[src/rtl/rom_port_arbiter.sv]
// Two-port arbiter in front of the combinational program ROM: fetch vs. load, 2-stage tagged pipeline.
// Optional macro ROM_ARB_FAIR_EN adds a load starvation counter that forces a load win after STARVE_MAX losses.
module rom_port_arbiter #(
  parameter int ADDR_W     = 10,
  parameter int DATA_W     = 16,
  parameter int STARVE_MAX = 4
) (
  input  logic              clk,
  input  logic              rst,
  input  logic              if_req,
  input  logic [ADDR_W-1:0] if_addr,
  output logic              if_gnt,
  input  logic              if_flush,
  output logic              if_rvalid,
  output logic [DATA_W-1:0] if_rdata,
  input  logic              ld_req,
  input  logic [ADDR_W-1:0] ld_addr,
  output logic              ld_gnt,
  output logic              ld_rvalid,
  output logic [DATA_W-1:0] ld_rdata,
  output logic [ADDR_W-1:0] rom_addr,
  input  logic [DATA_W-1:0] rom_dout,
  output logic              busy
);

  typedef enum logic [1:0] {
    TAG_NONE = 2'd0,
    TAG_IF   = 2'd1,
    TAG_LD   = 2'd2
  } tag_e;

  tag_e              s1_tag_q, s1_tag_d;
  tag_e              s2_tag_q, s2_tag_d;
  logic [ADDR_W-1:0] rom_addr_q, rom_addr_d;
  logic [DATA_W-1:0] if_rdata_q, if_rdata_d;
  logic [DATA_W-1:0] ld_rdata_q, ld_rdata_d;
  logic              ld_force;

`ifdef ROM_ARB_FAIR_EN
  localparam int CNT_W = $clog2(STARVE_MAX + 1);

  logic [CNT_W-1:0] starve_q, starve_d;

  assign ld_force = (starve_q == CNT_W'(STARVE_MAX));

  // Counts conflict cycles the load port lost; saturates at STARVE_MAX.
  always_comb begin
    starve_d = starve_q;
    if (!ld_req || ld_gnt) begin
      starve_d = '0;
    end else if (if_gnt && !ld_force) begin
      starve_d = starve_q + 1'b1;
    end
  end

  always_ff @(posedge clk or posedge rst) begin
    if (rst) begin
      starve_q <= '0;
    end else begin
      starve_q <= starve_d;
    end
  end
`else
  assign ld_force = 1'b0;
`endif

  assign ld_gnt = ld_req && (!if_req || ld_force);
  assign if_gnt = if_req && !ld_gnt;

  always_comb begin
    s1_tag_d   = TAG_NONE;
    rom_addr_d = rom_addr_q;
    if (if_gnt) begin
      s1_tag_d   = TAG_IF;
      rom_addr_d = if_addr;
    end else if (ld_gnt) begin
      s1_tag_d   = TAG_LD;
      rom_addr_d = ld_addr;
    end
  end

  // A flush kills the fetch sitting in S1 as it moves into S2; the one already in S2 is masked at the output.
  always_comb begin
    s2_tag_d   = s1_tag_q;
    if_rdata_d = if_rdata_q;
    ld_rdata_d = ld_rdata_q;
    if (if_flush && s1_tag_q == TAG_IF) begin
      s2_tag_d = TAG_NONE;
    end
    if (s2_tag_d == TAG_IF) begin
      if_rdata_d = rom_dout;
    end
    if (s2_tag_d == TAG_LD) begin
      ld_rdata_d = rom_dout;
    end
  end

  always_ff @(posedge clk or posedge rst) begin
    if (rst) begin
      s1_tag_q   <= TAG_NONE;
      s2_tag_q   <= TAG_NONE;
      rom_addr_q <= '0;
      if_rdata_q <= '0;
      ld_rdata_q <= '0;
    end else begin
      s1_tag_q   <= s1_tag_d;
      s2_tag_q   <= s2_tag_d;
      rom_addr_q <= rom_addr_d;
      if_rdata_q <= if_rdata_d;
      ld_rdata_q <= ld_rdata_d;
    end
  end

  assign rom_addr  = rom_addr_q;
  assign if_rdata  = if_rdata_q;
  assign ld_rdata  = ld_rdata_q;
  assign if_rvalid = (s2_tag_q == TAG_IF) && !if_flush;
  assign ld_rvalid = (s2_tag_q == TAG_LD);
  assign busy      = (s1_tag_q != TAG_NONE) || (s2_tag_q != TAG_NONE);

endmodule

[config.mk]
export PLATFORM = sky130hd
export DESIGN_NAME = rom_port_arbiter
export DESIGN_NICKNAME = d
export VERILOG_FILES = /design/src/rtl/rom_port_arbiter.sv
export SDC_FILE = /design/constraint.sdc
export NUM_CORES = 1
export LEC_CHECK = 0
export ABC_AREA = 1
export ABC_CLOCK_PERIOD_IN_PS = 2690
export CELL_PAD_IN_SITES_DETAIL_PLACEMENT = 0
export CELL_PAD_IN_SITES_GLOBAL_PLACEMENT = 2
export CORE_MARGIN = 3
export CORE_UTILIZATION = 25
export DETAILED_ROUTE_END_ITERATION = 8
export PLACE_DENSITY_LB_ADDON = 0.3
export SETUP_SLACK_MARGIN = 0.02
export SYNTH_ARGS = -nofsm -noshare
export SYNTH_HDL_FRONTEND = slang
export SYNTH_SLANG_ARGS = --single-unit
[constraint.sdc]
create_clock -name clk -period 2.69 [get_ports clk]
set_clock_uncertainty 0.15 [all_clocks]
set_input_delay 0.4035 -clock clk [delete_from_list [all_inputs] [get_ports clk]]
set_output_delay 0.4035 -clock clk [all_outputs]
set_load 0.02 [all_outputs]
==> metrics.txt, run 1 <==
result of the run finished clean; Worst path slowest cell clkdlybuf4s50_1; initial cell density of the core 26.21%; number of antenna violations at the first check in global routing 0; WP data required 2140 ps; Main synth FF type dfrtp_1; aggregate routed wire length 5.188 mm; number of H-tree levels 2; transition time at the pin with the least slew margin 397.0 ps; Avg Vias per Cell 4.222; final hold vios 0; critical path capture point type primary output; instance count after placement with tap cells included 389; Max-Cap Viols 0; synthesized flop and latch total 46; Remaining DRCs 0; launching element type of the critical path input port; clock tree root buffer cell clkbuf_8; peak supply drop 200.5 µV; Tmin final 2258 ps; number of CTS-inserted buffers 5; maximum number of pins on one net before global-route repair 47; most frequent cell after synthesis nand2_1; DIE AREA 8818 µm²; final worst hold slack 303.1 ps; DPL Wire Length 3.928 mm; Setup Total Neg Slack 0 ps; Max Used Layer met4; relative slew slack 73.50%; most prevalent standard cell on the critical path clkdlybuf4s50_1; core region area 7370 µm²; Synth Cell Area 1932 µm²; remaining antenna violation count after routing 0; number of buffers inserted by port buffering 87; number of DRC markers in iteration 0 66; sequential area share after synthesis 59.59%; CP cell instances clkdlybuf4s50_1 > nor3_1 > clkdlybuf4s50_1; vias in the first global route 1,703; proportion of synthesized flip-flops having asynchronous set or reset 100.0%; average wire length per cell after detail routing 13.07 µm; number of warnings issued by yosys 0; overall overflow remaining after global route 0; final cycle utilization of the critical path 83.95%; Post-Route Utilization 40.73%; number of vias after detailed routing 1,676; final std cells w/o fill 397; clock-pin slew of the registers on the worst-case setup and hold paths 90 ps; syn_area_per_cell 9.156 µm²; count of clock tree sinks 46; iteration count of the initial detailed-routing pass 4; Setup violations, final 0; Resized Gates After CTS 0; fraction of final layout cells with drive strength greater than 1 6.711%; highest clock rate 0.4428 GHz; ranking of synthesized cells by instance count 84 x nand2_1, 46 x dfrtp_1, 36 x nand3_1; synthesis-to-finish area growth 55.38%; met3 wirelength from detailed routing 501 µm; boundary pin count 88; floorplan die height 93.91 µm; Yosys top cell area share 59.59%; Core Rows 31; net total in the final layout 338; clock tree from TritonCTS yes; delay-heaviest family, CP buffers and inverters; power density cells 630.2 nW/µm²; metal2 WL 2.232 mm; Distinct cells, synth 19; Post-Synthesis Net Count 252; Leakage 1.384 nW; Clk Latency, worst-skew pair 300 ps; number of flops mapped to enable cells by yosys 0; Hold Crit Class in -> async; slowest stage delay, CP 630 ps; Worst Path Arrival 1700 ps; routability-driven placement congestion ratio 0.7397; highest fanout seen on the critical path 3; CTS max path bufs 2; number of buffers and inverters on the critical path 2; wire length of the first global-routing pass 8.542 mm; Total GRT Usage 12.38%; count of pins over their slew limit 0; Antenna Cells 0; Mapped Cells 211; number of fillers in the final layout 763; Post CTS Setup Buffer Count 0; count of hold-fix buffers inserted at cts 0; Critical Setup Path Class in -> out; largest area contributor in the netlist dfrtp_1; top post-synthesis cells by area dfrtp_1 60%, nand2_1 16%, nand3_1 9.3%, nand4_1 5.5%, buf_6 1.7%; die boundary width 93.91 µm; unrepaired setup endpoints after global routing no; Routed met1 length 2.401 mm
==> area by class of cell <==
type / instances / area (µm²) / share of cell area [%]
inverters: 8 / 37.54 / 1.251
multi-input cells: 144 / 654.4 / 21.80
clock inverters: 3 / 45.04 / 1.501
clock buffers: 5 / 68.82 / 2.293
flip-flops and latches: 46 / 1151 / 38.35
well taps: 99 / 123.9 / 4.127
repair buffers: 92 / 920.9 / 30.68
==> path summary, 6_finish.rpt <==
path | to | slack [ps] | from | cells past startpoint
worst max-delay path | if_rvalid | 430 | if_flush | 3
min in group clk | if_rdata[3] | 320 | if_rdata[3] | 2
worst max register to register | ld_rdata[3] | 1370 | s1_tag_q[1] | 4
max in group asynchronous | if_rdata[1] | 1880 | rst | 3
worst min-delay path | rom_addr[9] | 300 | rst | 3
worst min register to register | if_rdata[3] | 320 | if_rdata[3] | 2
==> per-layer routing <==
metal | vias up | GRT usage (%)
met5 | - | 0
met4 | 0 | 3.971
met3 | 4 | 5.288
met2 | 59 | 18.51
met1 | 747 | 16.11
li1 | 866 | -
==> layout by cell type (no fill, tap or decap) <==
cell / n
nor3_1: 1
nand3_4: 1
dfrtp_1: 46
nor2_2: 1
buf_12: 1
buf_4: 4
nand2_1: 84
nand2_4: 1
nand3_1: 36
bufinv_16: 1
inv_1: 3
clkdlybuf4s50_1: 87
clkbuf_8: 5
nand4_1: 17
inv_6: 1
clkinvlp_4: 2
nor2_1: 2
inv_2: 2
clkinv_1: 1
a21oi_1: 1
inv_4: 1
==> registers in the layout, summed over array words and instances (netlist names) <==
| signal | flops |
|---|---|
| s2_tag_q | 2 |
| if_rdata | 16 |
| s1_tag_q | 2 |
| ld_rdata | 16 |
| rom_addr | 10 |
==> cell families (layout without fill, tap and decap cells) <==
group,Yosys count,count (layout),share of synthesized area [%]
buf+inv,21,108,6.541
flops,46,46,59.59
compound gates,1,1,0.2588
simple gates,143,143,33.61
==> through the flow <==
step | total power, mW | area, µm² | setup WS (ps)
2_1_floorplan | 1.097 | 1932 | 1049
3_3_place_gp | 1.393 | 2888 | 462.0
3_5_place_dp | 1.396 | 2888 | 442.0
4_1_cts | 1.926 | 3002 | 434.6
5_1_grt | 2.004 | 3002 | 374.8
6_report | 1.892 | 3002 | 431.8
==> power breakdown <==
group / leakage [nW] / switching, mW / internal, mW
Clock: 0.0504 / 0.244 / 0.277
Sequential: 0.566 / 0.0524 / 0.785
Combinational: 0.768 / 0.272 / 0.261
Total: 1.38 / 0.569 / 1.32
==> worst min-delay path: cells and delay by family <==
family	cells	cell delay, ps
buffers and inverters	3	720
No activity file was read; power rests on OpenSTA's default activity.
==> run 2, diff against run 1 <==
--- a/config.mk
+++ b/config.mk
@@ -6,11 +6,11 @@
 export NUM_CORES = 1
 export LEC_CHECK = 0
 export ABC_AREA = 1
-export ABC_CLOCK_PERIOD_IN_PS = 2690
+export ABC_CLOCK_PERIOD_IN_PS = 1850
 export CELL_PAD_IN_SITES_DETAIL_PLACEMENT = 0
 export CELL_PAD_IN_SITES_GLOBAL_PLACEMENT = 2
 export CORE_MARGIN = 3
-export CORE_UTILIZATION = 25
+export CORE_UTILIZATION = 21
 export DETAILED_ROUTE_END_ITERATION = 8
 export PLACE_DENSITY_LB_ADDON = 0.3
 export SETUP_SLACK_MARGIN = 0.02
==> constraint.sdc (replaced) <==
create_clock -name clk -period 1.85 [get_ports clk]
set_clock_uncertainty 0.15 [all_clocks]
set_input_delay 0.2775 -clock clk [delete_from_list [all_inputs] [get_ports clk]]
set_output_delay 0.2775 -clock clk [all_outputs]
set_load 0.02 [all_outputs]
==> metrics.txt, run 2 (same netlist as run 1, synthesis figures left out) <==
result of the run finished clean; DPL Wire Length 4.157 mm; DIE AREA 10,390 µm²; Antenna Cells 0; R2R setup slack 510 ps; Setup Total Neg Slack 0 ps; vias in the first global route 1,710; count of hold-fix buffers inserted at cts 0; synthesis-to-finish area growth 57.38%; power density cells 891.9 nW/µm²; overall overflow remaining after global route 0; instance count after placement with tap cells included 403; CTS max path bufs 2; number of vias after detailed routing 1,683; Clk Latency, worst-skew pair 290 ps; number of DRC markers in iteration 0 44; number of CTS-inserted buffers 5; maximum number of pins on one net before global-route repair 47; highest fanout seen on the critical path 2; WP data required 1420 ps; final hold vios 0; Hold Crit Class in -> async; Critical Setup Path Class reg -> out; Leakage 1.426 nW; clock tree from TritonCTS yes; clock tree root buffer cell clkbuf_8; overall power of the completed layout 2.712 mW; count of pins over their slew limit 0; iteration count of the initial detailed-routing pass 3; path depth of the worst reg2reg path 5; Core Rows 34; CP cell instances clkdlybuf4s50_1; number of H-tree levels 2; net total in the final layout 343; delay-heaviest family, CP buffers and inverters; dpl ws -146.1 ps; summed area of non-filler cells in the final layout 3040 µm²; Tmin final 1728 ps; die boundary width 101.9 µm; Avg Vias per Cell 4.095; average wire length per cell after detail routing 13.33 µm; highest clock rate 0.5787 GHz; Max-Cap Viols 0; transition time at the pin with the least slew margin 422.4 ps; aggregate routed wire length 5.479 mm; number of buffers and inverters on the critical path 1; core region area 8848 µm²; most common cell after layout, fill and taps aside nand2_1; final cycle utilization of the critical path 93.40%; Setup violations, final 0; placed instance area 2937 µm²; Post-Route Utilization 34.36%; initial cell density of the core 21.83%; count of clock tree sinks 46; final worst hold slack 174.0 ps; slowest stage delay, CP 640 ps; Post CTS Setup Buffer Count 0; boundary pin count 88; routability-driven placement congestion ratio 0.7133; Worst Path Arrival 1300 ps; final std cells w/o fill 411; worst reg2reg startpoint s1_tag_q[1]; fraction of final layout cells with drive strength greater than 1 8.251%; wire length of the first global-routing pass 8.873 mm; unrepaired setup endpoints after global routing no; Remaining DRCs 0; clock-pin slew of the registers on the worst-case setup and hold paths 90 ps; floorplan die height 101.9 µm; remaining antenna violation count after routing 0; least setup slack across all paths after layout 122.1 ps; launching element type of the critical path flip-flop; endpoint of the worst-slack reg-to-reg timing path if_rdata[0]; number of fillers in the final layout 924; critical path capture point type primary output; relative slew slack 71.81%; Total GRT Usage 11.05%; peak supply drop 280.4 µV; commonest non-fill, non-tap cells in the layout 84 x nand2_1, 82 x clkdlybuf4s50_1, 46 x dfrtp_1; number of buffers inserted by port buffering 87; number of antenna violations at the first check in global routing 0; Worst path slowest cell clkdlybuf4s50_1
-- run 2: changes by cell type in the layout (fill, tap and decap cells not counted), sizes merged --
| cell | delta |
|---|---|
| clkinvlp | -2 |
| clkdlybuf4s50 | -5 |
| clkbuf | +3 |
| bufinv | -1 |
| dlygate4sd2 | +5 |
| buf | +5 |
-- run 2: area by class of cell --
class / count / area (µm²) / share of cell area (%)
multi-input combinational: 144 / 654.4 / 21.52
timing repair buffer: 97 / 952.2 / 31.32
inverter: 8 / 37.54 / 1.235
clock buffer: 8 / 110.1 / 3.621
sequential: 46 / 1151 / 37.86
tap: 108 / 135.1 / 4.444
-- run 2: worst register-to-register path, delay by kind of cell (launching register included) --
| family | cells | cell delay, ps |
|---|---|---|
| DFF | 1 | 430 |
| and+or+nand+nor | 3 | 370 |
| buffers and inverters | 2 | 280 |
-- run 2: per-layer routing --
layer | up-vias | global-route usage (%) | share of wire, %
met1 | 742 | 14.79 | 47
met3 | 7 | 4.096 | 8.4
met5 | - | 0 | 0
met4 | 0 | 3.330 | 1.2
met2 | 60 | 16.75 | 43
li1 | 874 | - | -
-- run 2: worst max-delay path by stage --
stage	start	to	depth (start not counted)
2_1_floorplan	rst	if_rdata[0]	1
3_3_place_gp	ld_req	ld_gnt	4
3_5_place_dp	if_flush	if_rvalid	3
4_1_cts	ld_rdata[8]	ld_rdata[8]	1
5_1_grt	ld_rdata[8]	ld_rdata[8]	1
6_report	ld_rdata[8]	ld_rdata[8]	1
-- run 2: repair_timing --
| item | 4_1_cts | 5_1_grt |
|---|---|---|
| hold endpoints to repair | 0 | 0 |
| gates resized for setup | 5 | 0 |
| endpoints found under the setup margin | 5 | 0 |
-- run 2: power by group --
| part | internal (mW) | switching (mW) | leakage [nW] |
|---|---|---|---|
| Clock | 0.378 | 0.335 | 0.0575 |
| Sequential | 1.14 | 0.0762 | 0.566 |
| Combinational | 0.383 | 0.398 | 0.803 |
